**src/rtl/tm1638_pkg.sv**
```systemverilog
// Shared types, command bytes and the digit-to-segment table for the TM1638 display driver.
package tm1638_pkg;

  typedef enum logic [3:0] {
    ST_IDLE     = 4'd0,
    ST_LOAD     = 4'd1,
    ST_STB_LOW  = 4'd2,
    ST_BIT_LOW  = 4'd3,
    ST_BIT_HIGH = 4'd4,
    ST_STB_HIGH = 4'd5,
    ST_GAP      = 4'd6,
    ST_DONE     = 4'd7,
    ST_WAIT     = 4'd8
  } state_t;

  localparam logic [7:0] CMD_DATA_WR = 8'h40;
  localparam logic [7:0] CMD_ADDR0   = 8'hC0;
  localparam logic [7:0] CMD_DISP_ON = 8'h88;
  localparam logic [7:0] SEG_BLANK   = 8'h00;
  localparam logic [7:0] SEG_DASH    = 8'h40;
  localparam logic [4:0] FRAME_BYTES = 5'd19;

  // Segment pattern in gfedcba order; anything that is not a decimal digit shows a dash.
  function automatic logic [7:0] digit_to_seg(input logic [3:0] digit);
    logic [7:0] seg;
    case (digit)
      4'd0:    seg = 8'h3F;
      4'd1:    seg = 8'h06;
      4'd2:    seg = 8'h5B;
      4'd3:    seg = 8'h4F;
      4'd4:    seg = 8'h66;
      4'd5:    seg = 8'h6D;
      4'd6:    seg = 8'h7D;
      4'd7:    seg = 8'h07;
      4'd8:    seg = 8'h7F;
      4'd9:    seg = 8'h6F;
      default: seg = SEG_DASH;
    endcase
    return seg;
  endfunction

  function automatic int max3(input int a, input int b, input int c);
    int m;
    m = (a > b) ? a : b;
    return (m > c) ? m : c;
  endfunction

endpackage

```
**src/rtl/seg7_encode.sv**
```systemverilog
// One digit of 7-segment encoding; the blank flag only suppresses a real zero digit.
module seg7_encode
  import tm1638_pkg::*;
(
  input  logic [3:0] nibble,
  input  logic       blank,
  output logic [7:0] code
);

  // Blanking never hides an out-of-range nibble, which must still show its dash.
  always_comb begin
    code = SEG_BLANK;
    if (blank && (nibble <= 4'd9)) begin
      code = SEG_BLANK;
    end else begin
      code = digit_to_seg(nibble);
    end
  end

endmodule

```
**src/rtl/tm1638_bcd_display.sv**
```systemverilog
// Periodically writes a 3-digit BCD value to a TM1638 module: data command, 16-byte RAM burst,
// display-control command, each in its own strobe group, bit-banged LSB first.
module tm1638_bcd_display
  import tm1638_pkg::*;
#(
  parameter int         CLK_DIV        = 4,
  parameter int         GAP_CYCLES     = 8,
  parameter int         REFRESH_CYCLES = 100000,
  parameter logic [2:0] BRIGHTNESS     = 3'd7,
  parameter bit         BLANK_LZ       = 1'b1
) (
  input  logic        clk,
  input  logic        rst,
  input  logic [11:0] bcd_in,
  output logic        tm_stb,
  output logic        tm_clk,
  output logic        tm_dio,
  output logic        busy,
  output logic        frame_done
);

  localparam int DIV_MAX = max3(CLK_DIV, GAP_CYCLES, REFRESH_CYCLES);
  localparam int DIV_W   = $clog2(DIV_MAX + 1);
  localparam logic [DIV_W-1:0] CLK_LAST = DIV_W'(CLK_DIV - 1);
  localparam logic [DIV_W-1:0] GAP_LAST = DIV_W'(GAP_CYCLES - 1);
  localparam logic [DIV_W-1:0] REF_LAST = DIV_W'(REFRESH_CYCLES - 1);
  localparam logic [DIV_W-1:0] DIV_ONE  = DIV_W'(1);
  localparam logic [DIV_W-1:0] DIV_ZERO = DIV_W'(0);

  state_t           state_r;
  logic [DIV_W-1:0] div_r;
  logic [2:0]       bit_cnt_r;
  logic [4:0]       byte_idx_r;
  logic [11:0]      bcd_r;

  logic       hund_blank_s, tens_blank_s;
  logic [7:0] hund_seg_s, tens_seg_s, ones_seg_s;
  logic [4:0] sel_idx_s;
  logic [2:0] sel_bit_s;
  logic [7:0] tx_byte_s;
  logic       group_last_s;

  assign hund_blank_s = BLANK_LZ && (bcd_r[11:8] == 4'd0);
  assign tens_blank_s = BLANK_LZ && (bcd_r[11:4] == 8'd0);

  seg7_encode u_hund (.nibble(bcd_r[11:8]), .blank(hund_blank_s), .code(hund_seg_s));
  seg7_encode u_tens (.nibble(bcd_r[7:4]),  .blank(tens_blank_s), .code(tens_seg_s));
  seg7_encode u_ones (.nibble(bcd_r[3:0]),  .blank(1'b0),         .code(ones_seg_s));

  // Point at the bit that goes on DIO at the next falling serial-clock edge.
  always_comb begin
    sel_idx_s = byte_idx_r;
    sel_bit_s = bit_cnt_r;
    if (state_r == ST_BIT_HIGH) begin
      sel_bit_s = bit_cnt_r + 3'd1;
      if (bit_cnt_r == 3'd7) begin
        sel_idx_s = byte_idx_r + 5'd1;
      end else begin
        sel_idx_s = byte_idx_r;
      end
    end else begin
      sel_bit_s = bit_cnt_r;
    end
  end

  // Frame byte mux: index 0 = G1, 1..17 = G2 (address cmd + RAM 0..15), 18 = G3.
  always_comb begin
    case (sel_idx_s)
      5'd0:    tx_byte_s = CMD_DATA_WR;
      5'd1:    tx_byte_s = CMD_ADDR0;
      5'd12:   tx_byte_s = hund_seg_s;
      5'd14:   tx_byte_s = tens_seg_s;
      5'd16:   tx_byte_s = ones_seg_s;
      5'd18:   tx_byte_s = CMD_DISP_ON | {5'd0, BRIGHTNESS};
      default: tx_byte_s = SEG_BLANK;
    endcase
  end

  assign group_last_s = (byte_idx_r == 5'd0) || (byte_idx_r == 5'd17) || (byte_idx_r == 5'd18);

  // Frame sequencer; every bus pin and status flag is a register.
  always_ff @(posedge clk) begin
    if (!rst) begin
      state_r    <= ST_IDLE;
      div_r      <= DIV_ZERO;
      bit_cnt_r  <= 3'd0;
      byte_idx_r <= 5'd0;
      bcd_r      <= 12'd0;
      tm_stb     <= 1'b1;
      tm_clk     <= 1'b1;
      tm_dio     <= 1'b1;
      busy       <= 1'b0;
      frame_done <= 1'b0;
    end else begin
      case (state_r)
        ST_IDLE: begin
          state_r <= ST_LOAD;
          busy    <= 1'b1;
        end
        ST_LOAD: begin
          bcd_r      <= bcd_in;
          byte_idx_r <= 5'd0;
          bit_cnt_r  <= 3'd0;
          div_r      <= DIV_ZERO;
          tm_stb     <= 1'b0;
          state_r    <= ST_STB_LOW;
        end
        ST_STB_LOW: begin
          if (div_r == CLK_LAST) begin
            div_r   <= DIV_ZERO;
            tm_clk  <= 1'b0;
            tm_dio  <= tx_byte_s[sel_bit_s];
            state_r <= ST_BIT_LOW;
          end else begin
            div_r <= div_r + DIV_ONE;
          end
        end
        ST_BIT_LOW: begin
          if (div_r == CLK_LAST) begin
            div_r   <= DIV_ZERO;
            tm_clk  <= 1'b1;
            state_r <= ST_BIT_HIGH;
          end else begin
            div_r <= div_r + DIV_ONE;
          end
        end
        ST_BIT_HIGH: begin
          if (div_r == CLK_LAST) begin
            div_r     <= DIV_ZERO;
            bit_cnt_r <= bit_cnt_r + 3'd1;
            if ((bit_cnt_r == 3'd7) && group_last_s) begin
              byte_idx_r <= byte_idx_r + 5'd1;
              state_r    <= ST_STB_HIGH;
            end else begin
              if (bit_cnt_r == 3'd7) begin
                byte_idx_r <= byte_idx_r + 5'd1;
              end else begin
                byte_idx_r <= byte_idx_r;
              end
              tm_clk  <= 1'b0;
              tm_dio  <= tx_byte_s[sel_bit_s];
              state_r <= ST_BIT_LOW;
            end
          end else begin
            div_r <= div_r + DIV_ONE;
          end
        end
        ST_STB_HIGH: begin
          if (div_r == CLK_LAST) begin
            div_r   <= DIV_ZERO;
            tm_stb  <= 1'b1;
            tm_dio  <= 1'b1;
            state_r <= ST_GAP;
          end else begin
            div_r <= div_r + DIV_ONE;
          end
        end
        ST_GAP: begin
          if (div_r == GAP_LAST) begin
            div_r <= DIV_ZERO;
            if (byte_idx_r == FRAME_BYTES) begin
              busy       <= 1'b0;
              frame_done <= 1'b1;
              state_r    <= ST_DONE;
            end else begin
              tm_stb  <= 1'b0;
              state_r <= ST_STB_LOW;
            end
          end else begin
            div_r <= div_r + DIV_ONE;
          end
        end
        ST_DONE: begin
          // The DONE cycle is the first idle cycle, so WAIT starts counting from one.
          frame_done <= 1'b0;
          if (REF_LAST == DIV_ZERO) begin
            div_r   <= DIV_ZERO;
            busy    <= 1'b1;
            state_r <= ST_LOAD;
          end else begin
            div_r   <= DIV_ONE;
            state_r <= ST_WAIT;
          end
        end
        ST_WAIT: begin
          if (div_r == REF_LAST) begin
            div_r   <= DIV_ZERO;
            busy    <= 1'b1;
            state_r <= ST_LOAD;
          end else begin
            div_r <= div_r + DIV_ONE;
          end
        end
        default: begin
          state_r    <= ST_IDLE;
          div_r      <= DIV_ZERO;
          tm_stb     <= 1'b1;
          tm_clk     <= 1'b1;
          tm_dio     <= 1'b1;
          busy       <= 1'b0;
          frame_done <= 1'b0;
        end
      endcase
    end
  end

endmodule

```
**config.mk**
```make
export PLATFORM = sky130hd
export DESIGN_NAME = tm1638_bcd_display
export DESIGN_NICKNAME = d
export VERILOG_FILES = /design/src/rtl/tm1638_pkg.sv /design/src/rtl/seg7_encode.sv /design/src/rtl/tm1638_bcd_display.sv
export SDC_FILE = /design/constraint.sdc
export NUM_CORES = 1
export LEC_CHECK = 0
export BUFFER_PORTS_ARGS = -buffer_cell sky130_fd_sc_hd__buf_4
export CAP_MARGIN = 30
export CORE_ASPECT_RATIO = 0.7
export CORE_MARGIN = 10
export CORE_UTILIZATION = 55
export DETAILED_ROUTE_END_ITERATION = 7
export PLACE_DENSITY = 0.72
export REMOVE_ABC_BUFFERS = 1
export SETUP_SLACK_MARGIN = 0.5
export SLEW_MARGIN = 15
export SYNTH_ARGS = -nofsm -noshare
export SYNTH_HDL_FRONTEND = slang
export SYNTH_SLANG_ARGS = --single-unit
```
**constraint.sdc**
```tcl
create_clock -name clk -period 4.55 [get_ports clk]
set_input_delay 0.455 -clock clk [delete_from_list [all_inputs] [get_ports clk]]
set_output_delay 0.455 -clock clk [all_outputs]
set_load 0.005 [all_outputs]
```
==> impl_metrics.toml, run 1 <==
[outcome]
status = "finished clean"

[sta]
slew-limit-headroom_pct = 43.4
final-hold-violation-count = 0
finalClockSkew_ns = 0.00749
fin_crit_sh_pct = 71.5
setup_violations = 0
fmax_mhz = 307
slew_viol_final = 0
fin_setup_tns_ns = 0
tightest_slew_ns = 0.842
period_needed_ns = 3.25
timing.final.ws_setup_ns = 1.30
rsz0062_at_grt = "false"

[yosys]
synth_edf_count = 0
syn-cell-area_um2 = 3970
async_flop_share_pct = 0
yosys_warnings = 0
yosysSeqAreaShare_pct = 33.8
syn_area_per_cell_um2 = 8.02
yosysTopAreaCell = "dfxtp_1"
netlist_instances = 495
synth_seq_cells = 67
synth_top_area_share_pct = 33.8
ys.flop_type = "dfxtp_1"
yosysUniqueCellTypes = 61
synth_area_leaders = "dfxtp_1 34%, ha_1 8.2%, nand2_1 6.3%"

[layout]
area_delta_synth_final_pct = 9.92
nets = 543
nFillCells = 638
mostFrequentLayoutCells = "67 x nand2_1, 67 x dfxtp_1, 39 x o21ai_0"
seq_area_um2 = 1340
multi_input_area_um2 = 2420
drive_above_1_share_pct = 11.8
fin_util_pct = 63.4
diodes = 0
design_area_um2 = 4370

[global_route]
first_global_vias = 3144
grt_overflow = 0
antenna_found_initial = 0
grt_use_total_pct = 17.1
grt_pass1_wl_um = 15800
grt_max_degree = 41

[route]
via_count = 3545
routed_via_density = 5.89
dr.pass1.iters = 5
drc = 0
antenna_left = 0
drtIter0Drc = 336
wl_per_cell_um = 15.6
wirelength_um = 9370

[worst_setup_path]
timing.rr.start = "state_r[2]"
rrSetupSlack_ns = 1.30
worst-path-max-fanout = 18
crit_path_end_kind = "flip-flop"
worstPathArrival_ns = 3.47
cp.required_ns = 4.76
worstSetupEndpoint = "tm_dio"
cp-start-kind = "flip-flop"
r2r-end = "tm_dio"
startpoint = "state_r[2]"
critPathKind = "flip-flop to flip-flop"
rr_worst_depth = 9

[cts]
postCtsSetupBuffers = 0
cts_hold_buf = 0
insertion_delay_ns = 0.34
clock_path_buffers = 2
clk_pin_slew_ns = 0.08
ctsResizeCount = 0
cts_inserted_buffers = 9
cts.sink_count = 67
htreeDepth = 3
cts_root_buffer = "clkbuf_8"
cts_tree = "built"

[pwr]
p_int_w = 0.00128
p_switching_w = 0.000749
leakagePower_nw = 1.78
power_w = 0.00202
clock_power_share_pct = 27.6
switching_share_pct = 37.0
seqPwrFrac_pct = 38.9
power_density_nw_per_um2 = 464
ir_drop_v = 0.000275
pwr-share-comb_pct = 33.5

[floorplanning]
die_w_um = 122
start_util_pct = 57.7
num_rows = 25
die-area_um2 = 11100
pin_count = 19
die_h_um = 91.1
core_area_um2 = 6880

[placement]
gp_congestion = 0.895
dp_hpwl_um = 6740
placed_cell_area_um2 = 4130
portBuffers = 18
dp_slack_ns = 1.40

[hold_path]
hp-start = "bcd_in[0]"
hold_path.class = "input port to flip-flop"

[flow_run]
maxCapViolations = 0
-- per-layer routing --
metal / wire [um] / track usage [%] / up-vias / share of wire, %
li1: - / - / 1760 / -
met1: 4780 / 24.8 / 1655 / 51
met2: 3870 / 23.9 / 116 / 41
met3: 569 / 4.14 / 14 / 6.1
met4: 146 / 5.45 / 0 / 1.6
met5: 0 / 0 / - / 0
-- cell families (layout without fill, tap and decap cells) --
group | Yosys count | in the layout | synth area share [%]
xor+xnor | 13 | 13 | 2.87
compound gates | 123 | 123 | 20.9
fa+ha+maj | 26 | 26 | 8.19
mux | 8 | 8 | 2.14
flops | 67 | 67 | 33.8
simple gates | 207 | 207 | 26.7
buf+inv | 51 | 64 | 5.39
-- power groups by stage --
stage / combinational (W) / clock, W / sequential (W)
floorplan: 0.000465 / 0 / 0.000772
finish: 0.000679 / 0.000559 / 0.000787
global route: 0.000768 / 0.000599 / 0.000800
CTS: 0.000667 / 0.000570 / 0.000785
detailed placement: 0.000664 / 0 / 0.000798
global placement: 0.000655 / 0 / 0.000794
-- cells in the mapped netlist, types with 3 or more instances --
library cell and count:
o21a_1 3, a221oi_1 3, or2_2 5, o21ai_0 39, nand4b_1 3, o22ai_1 8, ha_1 26, nand2b_1 9
mux2i_1 4, and2_1 15, nor4_1 4, dfxtp_1 67, a221oi_2 3, nand4_1 9, a21oi_1 15, and4_1 3
nor2_1 38, a211oi_1 4, nand3_1 12, nand2_1 67, clkbuf_1 21, or4_1 3, xnor2_1 5, inv_1 22
mux2_2 4, nor2b_1 11, and3_1 8, xor2_1 8, a22oi_1 9, nor3_1 9, a21boi_0 15
-- per-stage QoR --
stage	instances	hold WS [ns]
after global placement	584	0.454
after CTS	600	0.381
after detailed placement	584	0.469
after floorplan	469	0.445
after global routing	602	0.405
final	602	0.389
-- worst min-delay path by stage --
stage	end	slack, ns	cells after the start
after floorplan	bcd_r[0]	0.45	2
after global placement	bcd_r[0]	0.45	2
after detailed placement	bcd_r[1]	0.47	2
after CTS	bcd_r[0]	0.38	3
after global routing	bcd_r[1]	0.40	3
final	bcd_r[0]	0.39	3
-- critical path: stages, from the launching register on --
cell and delay [ns]:
dfxtp_1 0.64, or4b_4 0.61, clkinv_1 0.30, nor2_1 0.10
nor3_2 0.37, a211oi_2 0.19, a221oi_1 0.36, a32oi_1 0.11
a221oi_1 0.33, o311ai_1 0.11
-- area by class of cell --
type                    count  area share (%)
multi-input cells         377            55.5
flip-flops and latches     67            30.7
repair buffers             23            3.84
clock buffers               9            2.84
well taps                  94            2.69
clock inverters             7            2.29
inverters                  25            2.15
No activity file was read; power rests on OpenSTA's default activity.
==> run 2, diff against run 1 <==
--- a/config.mk
+++ b/config.mk
@@ -5,13 +5,14 @@
 export SDC_FILE = /design/constraint.sdc
 export NUM_CORES = 1
 export LEC_CHECK = 0
+export ABC_AREA = 1
 export BUFFER_PORTS_ARGS = -buffer_cell sky130_fd_sc_hd__buf_4
 export CAP_MARGIN = 30
 export CORE_ASPECT_RATIO = 0.7
 export CORE_MARGIN = 10
 export CORE_UTILIZATION = 55
 export DETAILED_ROUTE_END_ITERATION = 7
-export PLACE_DENSITY = 0.72
+export PLACE_DENSITY = 0.74
 export REMOVE_ABC_BUFFERS = 1
 export SETUP_SLACK_MARGIN = 0.5
 export SLEW_MARGIN = 15
==> constraint.sdc (replaced) <==
create_clock -name clk -period 2.75 [get_ports clk]
set_input_delay 0.275 -clock clk [delete_from_list [all_inputs] [get_ports clk]]
set_output_delay 0.275 -clock clk [all_outputs]
set_load 0.005 [all_outputs]
==> run 2 against run 1 <==
  * Synthesized area grew 2.4%
  * Clock skew rose by 0.0081 ns
  * Critical path depth rose by 9
  * Die area grew 1.9%
  * Clock power increased by 35%
  * Fmax rose by 49%
  * Wire length increased by 7.5%
  * Worst hold slack lost 0.19 ns
  * Sequential cell count is the same
  * First-iteration DRC count increased by 7.7%
  * Critical endpoint unchanged
  * Highest routed layer unchanged
==> impl_metrics.toml, run 2 <==
[pwr]
leakagePower_nw = 2.18
ir_drop_v = 0.000446
power_density_nw_per_um2 = 1090
power_w = 0.00530

[floorplanning]
die-area_um2 = 11300
die_w_um = 123
die_h_um = 91.9
core_area_um2 = 7250
pin_count = 19
start_util_pct = 56.1
num_rows = 26

[placement]
dp_hpwl_um = 7170
gp_congestion = 0.886
portBuffers = 18
dp.cells = 713

[layout]
drive_above_1_share_pct = 21.2
seq_area_um2 = 1360
nFillCells = 643
mostFrequentLayoutCells = "135 x nand2_1, 69 x nor2_1, 61 x inv_1"
diodes = 0
final_cell_count_no_fill = 749
final_common_cell = "nand2_1"
nets = 687
multi_input_area_um2 = 2540
area_delta_synth_final_pct = 19.1

[cts]
clock_path_buffers = 2
cts_hold_buf = 0
insertion_delay_ns = 0.35
htreeDepth = 3
cts.sink_count = 67
cts_tree = "built"
cts_root_buffer = "clkbuf_8"
clk_pin_slew_ns = 0.09
cts_inserted_buffers = 9

[sta]
slew_viol_final = 0
slew-limit-headroom_pct = 63.2
tightest_slew_ns = 0.550
fin_setup_tns_ns = 0
period_needed_ns = 2.18
fin_crit_sh_pct = 79.2
setup_violations = 0
finalClockSkew_ns = 0.0156
fmax_mhz = 459
rsz0062_at_grt = "true"
final-hold-violation-count = 0

[hold_path]
min_delay_path_depth = 3
holdPathEnd = "bcd_r[0]"
hp-start = "bcd_in[0]"
hold_path.class = "input port to flip-flop"

[yosys]
synthMuxAreaShare_pct = 0
yosysTopAreaCell = "dfxtp_1"
synth_seq_cells = 67
synth_common_cells = "140 x nand2_1, 75 x nor2_1, 70 x inv_1, 67 x dfxtp_1, 40 x nand3_1"
synth_simple_gate_area_share_pct = 38.5
synth_edf_count = 0
yosysUniqueCellTypes = 42
syn-cell-area_um2 = 4070
synth-compound-area-share_pct = 11.0
syn_area_per_cell_um2 = 6.74
yosysSeqAreaShare_pct = 33.0
synth_area_leaders = "dfxtp_1 33%, nand2_1 13%, ha_1 8.0%"
ys.flop_type = "dfxtp_1"
synth_fa_ha_area_share_pct = 8.00
synth-xor-area-share_pct = 0.862
yosys_warnings = 0
synth_top_area_share_pct = 33.0
async_flop_share_pct = 0
synth_top_family_by_area = "simple AND/OR/NAND/NOR gates"
yosys.cell_count.top_type = "nand2_1"
netlist_instances = 603

[route]
routed_via_density = 5.29
wirelength_um = 10100
via_count = 3960
wl_per_cell_um = 13.5
dr.pass1.iters = 5
antenna_left = 0
drtIter0Drc = 362
drc = 0

[global_route]
grt_overflow = 0
grt_pass1_wl_um = 16400
antenna_found_initial = 0
grt_max_degree = 17
first_global_vias = 3472
grt_use_total_pct = 17.4

[worst_setup_path]
timing.rr.start = "bit_cnt_r[0]"
worst_path_most_repeated_cell = "nand2_1"
cpMaxStageDelayCell = "dfxtp_2"
rr_worst_depth = 18
worst-path-max-fanout = 7
r2r-end = "tm_dio"
cp.required_ns = 3.03
rrSetupSlack_ns = 0.57
worstPathArrival_ns = 2.46
crit_path_end_kind = "flip-flop"
startpoint = "bit_cnt_r[0]"
cp-start-kind = "flip-flop"
cp_slowest_stage_delay_ns = 0.35
critPathKind = "flip-flop to flip-flop"
worstPathCellList = "ha_4 > ha_4 > xor2_2 > o21ai_2 > nand2_2 > inv_2 > nand2_2 > nor2_4 > nand2_1 > nand2_1 > inv_1 > nand2_1 > nand3_1 > nand2_1 > nand2_1 > nand3_1 > nand2_1 > nand2_1"

[outcome]
status = "finished clean"

[flow_run]
maxCapViolations = 0
[run 2: changes by cell type after synthesis, moves of 8 or more]
cell | previous run | this run
nand2_1 | 67 | 140
inv_1 | 22 | 70
nor2_1 | 38 | 75
nand3_1 | 12 | 40
nor3_1 | 9 | 30
clkbuf_1 | 21 | 3
a21boi_0 | 15 | 0
and2_1 | 15 | 2
nor2b_1 | 11 | 0
nand2b_1 | 9 | 0
a21oi_1 | 15 | 23
a22oi_1 | 9 | 1
[run 2: stage by stage]
step / worst slack, ns / utilization [%] / hold WS, ns / instance area, um2
floorplan: 0.483 / - / 0.373 / 4010
global placement: 0.263 / 59.4 / 0.438 / 4310
detailed placement: 0.170 / 59.4 / 0.447 / 4310
CTS: 0.517 / 63.4 / 0.208 / 4600
global route: 0.421 / 66.8 / 0.218 / 4840
finish: 0.572 / 66.8 / 0.198 / 4840
[run 2: area by class of cell]
type                    instances  share of cell area, %
clock buffers                  10                   2.84
clock inverters                 5                  0.801
inverters                      78                   6.12
multi-input cells             447                   52.4
flip-flops and latches         67                   28.0
well taps                      98                   2.53
repair buffers                 44                   7.33
[run 2: how the worst max path moves through the flow]
stage,endpoint,slack [ns],cells past startpoint
finish,tm_dio,0.57,18
global route,tm_dio,0.42,21
CTS,tm_dio,0.52,15
detailed placement,flip-flop,0.17,12
global placement,flip-flop,0.26,12
floorplan,ones_seg_s[3],0.48,10
[run 2: what timing repair did]
action	CTS	global route
pin swaps	4	15
buffers inserted	6	14
gates cloned	0	1
gates resized for setup	13	43
endpoints found under the setup margin	17	34
[run 2: routing by layer]
| layer | share of wire [%] | global-route usage [%] |
|---|---|---|
| met4 | 0.72 | 3.82 |
| met5 | 0 | 0 |
| met2 | 42 | 24.8 |
| met1 | 52 | 25.7 |
| met3 | 5.8 | 3.98 |
[run 2: kinds of logic (layout without fill, tap and decap cells)]
group           after synthesis  after routing
xor+xnor                      4              4
flops                        67             67
compound gates               76             77
fa+ha+maj                    26             26
buf+inv                      90            137
simple gates                340            340
[run 2: worst max-delay path, delay by kind of cell (launching register included)]
family / cells / cell delay [ns]
AND/OR/NAND/NOR: 12 / 0.93
flip-flops: 1 / 0.35
adder cells (fa/ha/maj): 2 / 0.35
AO/OA/AOI/OAI: 1 / 0.21
XOR/XNOR: 1 / 0.16
buffers and inverters: 2 / 0.11
[run 2: where the power goes]
| group | switching, W | internal [W] |
|---|---|---|
| registers | 0.000229 | 0.00131 |
| clock network | 0.000403 | 0.000351 |
| logic | 0.00188 | 0.00113 |
| total | 0.00252 | 0.00279 |
